File: src/rtl/alu_operand_collector_if.sv
// alu_operand_collector_if: driver-side request bus and ALU-core issue handshake
interface alu_operand_collector_if #(parameter int WIDTH = 8, parameter int CWIDTH = 4);
  logic              ce;
  logic [1:0]        inp_valid;
  logic              mode;
  logic              cin;
  logic [CWIDTH-1:0] cmd;
  logic [WIDTH-1:0]  opa;
  logic [WIDTH-1:0]  opb;
  logic              out_ready;
  logic              out_valid;
  logic              out_mode;
  logic              out_cin;
  logic [CWIDTH-1:0] out_cmd;
  logic [WIDTH-1:0]  out_opa;
  logic [WIDTH-1:0]  out_opb;
  logic              err;
  logic              cmd_err;
  logic              busy;
  modport master (output ce, inp_valid, mode, cin, cmd, opa, opb, out_ready,
                  input out_valid, out_mode, out_cin, out_cmd, out_opa, out_opb, err, cmd_err, busy);
  modport slave  (input ce, inp_valid, mode, cin, cmd, opa, opb, out_ready,
                  output out_valid, out_mode, out_cin, out_cmd, out_opa, out_opb, err, cmd_err, busy);
endinterface

File: src/rtl/alu_operand_collector.sv
// alu_operand_collector: gathers split operands, validates CMD, issues one registered ALU op
module alu_operand_collector #(
  parameter int WIDTH   = 8,
  parameter int CWIDTH  = 4,
  parameter int TIMEOUT = 16
) (
  input logic clk,
  input logic rst_n,
  alu_operand_collector_if.slave bus
);
  typedef enum logic [1:0] {IDLE, WAIT, ISSUE} state_t;
  state_t     state;
  logic [7:0] cnt;
  logic       need_b;
  logic       legal;
  logic       two_op;
  always_comb begin
    legal  = bus.mode ? int'(bus.cmd) <= 10 : int'(bus.cmd) <= 13;
    two_op = bus.mode ? int'(bus.cmd) inside {0, 1, 2, 3, 8, 9, 10}
                      : int'(bus.cmd) inside {0, 1, 2, 3, 4, 5, 12, 13};
  end
  assign bus.busy      = state != IDLE;
  assign bus.out_valid = state == ISSUE;
  always_ff @(posedge clk or negedge rst_n) begin
    if (!rst_n) begin
      state       <= IDLE;
      cnt         <= '0;
      need_b      <= 1'b0;
      bus.out_mode <= 1'b0;
      bus.out_cin <= 1'b0;
      bus.out_cmd <= '0;
      bus.out_opa <= '0;
      bus.out_opb <= '0;
      bus.err     <= 1'b0;
      bus.cmd_err <= 1'b0;
    end else begin
      // error pulses self-clear even while the clock enable is low
      bus.err     <= 1'b0;
      bus.cmd_err <= 1'b0;
      if (bus.ce) begin
        case (state)
          IDLE: if (|bus.inp_valid) begin
            if (!legal) bus.cmd_err <= 1'b1;
            else begin
              bus.out_mode <= bus.mode;
              bus.out_cin <= bus.cin;
              bus.out_cmd <= bus.cmd;
              bus.out_opa <= bus.inp_valid[0] ? bus.opa : '0;
              bus.out_opb <= bus.inp_valid[1] ? bus.opb : '0;
              if (two_op && bus.inp_valid != 2'b11) begin
                state  <= WAIT;
                cnt    <= 8'd1;
                need_b <= bus.inp_valid[0];
              end else state <= ISSUE;
            end
          end
          WAIT: if (need_b ? bus.inp_valid[1] : bus.inp_valid[0]) begin
            if (need_b) bus.out_opb <= bus.opb;
            else bus.out_opa <= bus.opa;
            state <= ISSUE;
          end else if (cnt == 8'(TIMEOUT - 1)) begin
            bus.err <= 1'b1;
            state   <= IDLE;
          end else cnt <= cnt + 8'd1;
          ISSUE: if (bus.out_ready) state <= IDLE;
          default: state <= IDLE;
        endcase
      end
    end
  end
endmodule

File: src/flat_wrapper.sv
// flat-port wrapper written by rule: the top's interface ports become plain ports
module alu_operand_collector_flat 
#(
  parameter int WIDTH   = 8,
  parameter int CWIDTH  = 4,
  parameter int TIMEOUT = 16
)
  (clk, rst_n, bus_ce, bus_inp_valid, bus_mode, bus_cin, bus_cmd, bus_opa, bus_opb, bus_out_ready, bus_out_valid, bus_out_mode, bus_out_cin, bus_out_cmd, bus_out_opa, bus_out_opb, bus_err, bus_cmd_err, bus_busy);
  alu_operand_collector_if #(.WIDTH(WIDTH), .CWIDTH(CWIDTH)) bus_i ();
  input logic clk;
  input logic rst_n;
  input wire logic [$bits(bus_i.ce)-1:0] bus_ce;
  input wire logic [$bits(bus_i.inp_valid)-1:0] bus_inp_valid;
  input wire logic [$bits(bus_i.mode)-1:0] bus_mode;
  input wire logic [$bits(bus_i.cin)-1:0] bus_cin;
  input wire logic [$bits(bus_i.cmd)-1:0] bus_cmd;
  input wire logic [$bits(bus_i.opa)-1:0] bus_opa;
  input wire logic [$bits(bus_i.opb)-1:0] bus_opb;
  input wire logic [$bits(bus_i.out_ready)-1:0] bus_out_ready;
  output wire logic [$bits(bus_i.out_valid)-1:0] bus_out_valid;
  output wire logic [$bits(bus_i.out_mode)-1:0] bus_out_mode;
  output wire logic [$bits(bus_i.out_cin)-1:0] bus_out_cin;
  output wire logic [$bits(bus_i.out_cmd)-1:0] bus_out_cmd;
  output wire logic [$bits(bus_i.out_opa)-1:0] bus_out_opa;
  output wire logic [$bits(bus_i.out_opb)-1:0] bus_out_opb;
  output wire logic [$bits(bus_i.err)-1:0] bus_err;
  output wire logic [$bits(bus_i.cmd_err)-1:0] bus_cmd_err;
  output wire logic [$bits(bus_i.busy)-1:0] bus_busy;
  assign bus_i.ce = bus_ce;
  assign bus_i.inp_valid = bus_inp_valid;
  assign bus_i.mode = bus_mode;
  assign bus_i.cin = bus_cin;
  assign bus_i.cmd = bus_cmd;
  assign bus_i.opa = bus_opa;
  assign bus_i.opb = bus_opb;
  assign bus_i.out_ready = bus_out_ready;
  assign bus_out_valid = bus_i.out_valid;
  assign bus_out_mode = bus_i.out_mode;
  assign bus_out_cin = bus_i.out_cin;
  assign bus_out_cmd = bus_i.out_cmd;
  assign bus_out_opa = bus_i.out_opa;
  assign bus_out_opb = bus_i.out_opb;
  assign bus_err = bus_i.err;
  assign bus_cmd_err = bus_i.cmd_err;
  assign bus_busy = bus_i.busy;
  alu_operand_collector #(.WIDTH(WIDTH), .CWIDTH(CWIDTH), .TIMEOUT(TIMEOUT)) u_core (.clk(clk), .rst_n(rst_n), .bus(bus_i));
endmodule
File: config.mk
export PLATFORM = sky130hd
export DESIGN_NAME = alu_operand_collector_flat
export DESIGN_NICKNAME = d
export VERILOG_FILES = /design/src/rtl/alu_operand_collector_if.sv /design/src/rtl/alu_operand_collector.sv /design/src/flat_wrapper.sv
export SDC_FILE = /design/constraint.sdc
export NUM_CORES = 1
export LEC_CHECK = 0
export CAP_MARGIN = 10
export CELL_PAD_IN_SITES_DETAIL_PLACEMENT = 0
export CELL_PAD_IN_SITES_GLOBAL_PLACEMENT = 1
export CORE_ASPECT_RATIO = 0.6
export CORE_UTILIZATION = 28
export CTS_CLUSTER_DIAMETER = 60
export CTS_CLUSTER_SIZE = 20
export DETAILED_ROUTE_END_ITERATION = 8
export PLACE_DENSITY_LB_ADDON = 0.1
export SLEW_MARGIN = 0
export SYNTH_ARGS = -nofsm -noshare
export SYNTH_HDL_FRONTEND = slang
export SYNTH_SLANG_ARGS = --single-unit
File: constraint.sdc
create_clock -name clk -period 1.9 [get_ports clk]
set_input_delay 0.38 -clock clk [delete_from_list [all_inputs] [get_ports clk]]
set_output_delay 0.38 -clock clk [all_outputs]
set_load 0.005 [all_outputs]
==> results by group <==
Setup path
  • Max incr delay on CP: between 0.5 and 0.6 ns
  • CP Capture Type: flop
  • R2r startpoint: u_core.state[0]
  • Startpoint Class: input pin
  • CP bufs+invs: 1
  • Family with the most delay on the worst path: buffers and inverters
  • Worst path cell trace: clkdlybuf4s50_1 > a221oi_4 > o211ai_2 > or4_4 > mux2i_1
  • CP max FO: 4
  • Flop-to-flop setup slack: 0.08 ns
  • Setup crit start: bus_cmd[1]
  • Critical path data arrival time: around 2 ns
  • Critical path's slowest cell: clkdlybuf4s50_1
  • Worst Path Required: between 2 and 2.5 ns
  • FF-to-FF path depth: 6
  • Worst R2R End: u_core.cnt[7]
  • Critical path class: input pin to flop

Global route
  • Largest net degree at the start of global routing: 19
  • Total GRT Usage: 0.157
  • First-pass GRT wire length: between 8000 and 9000 um
  • GR Overflow Total: 0
  • Number of global-route vias before repair: 1636
  • Initial antenna violation count: 0

Routing
  • Uppermost layer routed: met4
  • Residual DRC count: 0
  • Met3 wire len: between 300 and 400 um
  • Via/cell ratio: between 4 and 5
  • Final ANT Viol Nets: 0
  • DR vias: approximately 1600
  • DR WL met2: roughly 1700 um
  • Initial drt markers: between 60 and 70
  • Routed wire length per instance: 13.3 um
  • DRT Wirelength: between 4000 and 5000 um
  • WL met1: about 2600 um
  • Initial DRT Pass Iterations: 4

Die
  • FP Rows: 21
  • Die Height: roughly 63 um
  • Core area: ~5800 um2
  • Initial Util: 0.302
  • Die width: about 100 um
  • I/O pin count: 54
  • Die area: 6590 um2

Power
  • Leak pwr: roughly 1.3 nW
  • Power per cell area: about 1200 nW/um2
  • Tot Pwr: 3.21 mW
  • Worst VDD drop: 0.489 mV

STA
  • Period minus WS final: between 1.5 and 2 ns
  • Worst-Margin Slew: 0.460 ns
  • Setup TNS: 0 ns
  • RSZ-0062 raised after global routing: no
  • Final worst-path setup slack: between 0.06 and 0.07 ns
  • Final Max Slew Viols: 0
  • Clock skew: between 0.004 and 0.005 ns
  • Final setup fails: 0
  • Final hold vios: 0
  • Achievable clock frequency: roughly 540 MHz
  • Final Cycle Share: 0.968
  • Hold WS: 0.0335 ns
  • Slew HR: 0.694

Finish
  • Net count, final: 299
  • Layout cells sized above 1: 0.196
  • Final non-filler cell total: 351
  • Final core occ: 0.469
  • Diodes inserted: 0
  • Area Growth Syn to Fin: 55.4%
  • Post-route cell area: between 2000 and 3000 um2

Placement
  • Setup WS pre-CTS: -0.390 ns
  • Placed insts: between 300 and 400
  • Area post-placement: ~2600 um2
  • RD Place Congestion: roughly 0.81
  • Port Buffer Count: between 50 and 60
  • Hpwl dp: 3500 um

Logic synthesis
  • Register area share after synthesis: 0.500
  • Mapped Nets: roughly 210
  • Post-Syn Instances: around 190
  • Post-synth EDFFs: 0
  • Post-synth cell types: between 40 and 50
  • #FFs+latches synth: 35
  • Synthesized area: between 1500 and 2000 um2
  • Synth async-reset ratio: 1.00
  • Avg Inst Size Synth: 9.48 um2
  • Top FF cell, synth: dfrtp_1
  • Ys Warns: 0

Clock tree
  • CTS sink cnt: 35
  • Root buffer selected by CTS: clkbuf_8
  • CTS Hold Buffers Added: 0
  • CTS tree: yes
  • CTS buffer count: 5
  • Clock Latency Late Sink: 0.29 ns
  • H-Tree Depth: 2
  • Max clock buf depth: 2
  • CTS clk-pin slew, worst paths: approximately 0.07 ns

Hold path
  • Hold Crit Class: input pin to async pin

Run status
  • Outcome: complete, no violations

Job
  • MaxCap Viol Count: 0
-- layer usage --
layer  vias up  GRT usage
met5         -          0
met4         0     0.0482
met3         5     0.0538
met2        43      0.206
met1       705      0.236
li1        822          -
-- state kept, by name (all words and copies together) (netlist names) --
name / count
u_core.bus.out_opb: 8
u_core.bus.out_mode: 1
u_core.bus.err: 1
u_core.bus.out_cin: 1
u_core.state: 2
u_core.bus.cmd_err: 1
u_core.bus.out_cmd: 4
u_core.cnt: 8
u_core.bus.out_opa: 8
u_core.need_b: 1
-- area by class of cell --
type,instances,area [um2]
Clock buffer,6,82.6
Clock inverter,2,35.0
Timing Repair Buffer,85,774
Sequential cell,35,877
Fill cell,574,3080
Multi-Input combinational cell,140,843
Inverter,3,11.3
Tap cell,80,100
-- cells in the final DEF (no fill, tap or decap), types with 5 or more instances in the layout --
cell / count
clkdlybuf4s50_1: 46
dlygate4sd2_1: 5
o21ai_0: 15
buf_4: 31
nor2_1: 5
dfrtp_1: 34
nand3_1: 5
clkbuf_8: 6
mux2i_1: 5
nand2_1: 48
nand2b_1: 9
-- worst max-delay path by stage --
stage	to	slack, ns	cells after the start
floorplan	u_core.cnt[7]	0.06	6
global placement	u_core.cnt[7]	-0.35	6
detailed placement	u_core.cnt[7]	-0.39	6
CTS	bus_busy	0.01	2
global route	bus_out_valid	0.006	3
finish	u_core.cnt[7]	0.06	5
-- synth_stat cells (all sizes together) (2+ instances only) --
cell | number | area [um2]
buf | 2 | 8.75
and3 | 3 | 18.8
nor4 | 3 | 18.8
o21ai | 19 | 95.1
nand2 | 48 | 180
nand4 | 3 | 18.8
nand3 | 5 | 25.0
nor2 | 5 | 18.8
nand2b | 9 | 56.3
a21o | 2 | 15.0
a21oi | 3 | 15.0
clkbuf | 5 | 18.8
inv | 3 | 11.3
dfrtp | 35 | 876
mux2i | 5 | 50.1
nor3 | 3 | 15.0
mux2 | 7 | 78.8
o211ai | 4 | 35.0
or2 | 2 | 12.5
-- logic make-up after synthesis --
kind of cell,after synthesis,synth area share
simple gates,87,0.234
buf+inv,10,0.0221
mux,12,0.0735
flops,35,0.500
compound gates,40,0.163
fa+ha+maj,1,0.00714
-- where the power goes --
| group | switching, mW | internal, mW | leakage [nW] | total (mW) |
|---|---|---|---|---|
| logic | 0.514 | 0.809 | 0.747 | 1.32 |
| clock network | 0.287 | 0.425 | 0.0612 | 0.712 |
| registers | 0.161 | 1.02 | 0.449 | 1.18 |
-- what timing repair did --
item | in CTS | in global routing
setup buffers | 0 | 1
resized for setup | 8 | 2
endpoints found under the setup margin | 4 | 2
pin swaps | 3 | 0
(Power assumes the default switching activity.)
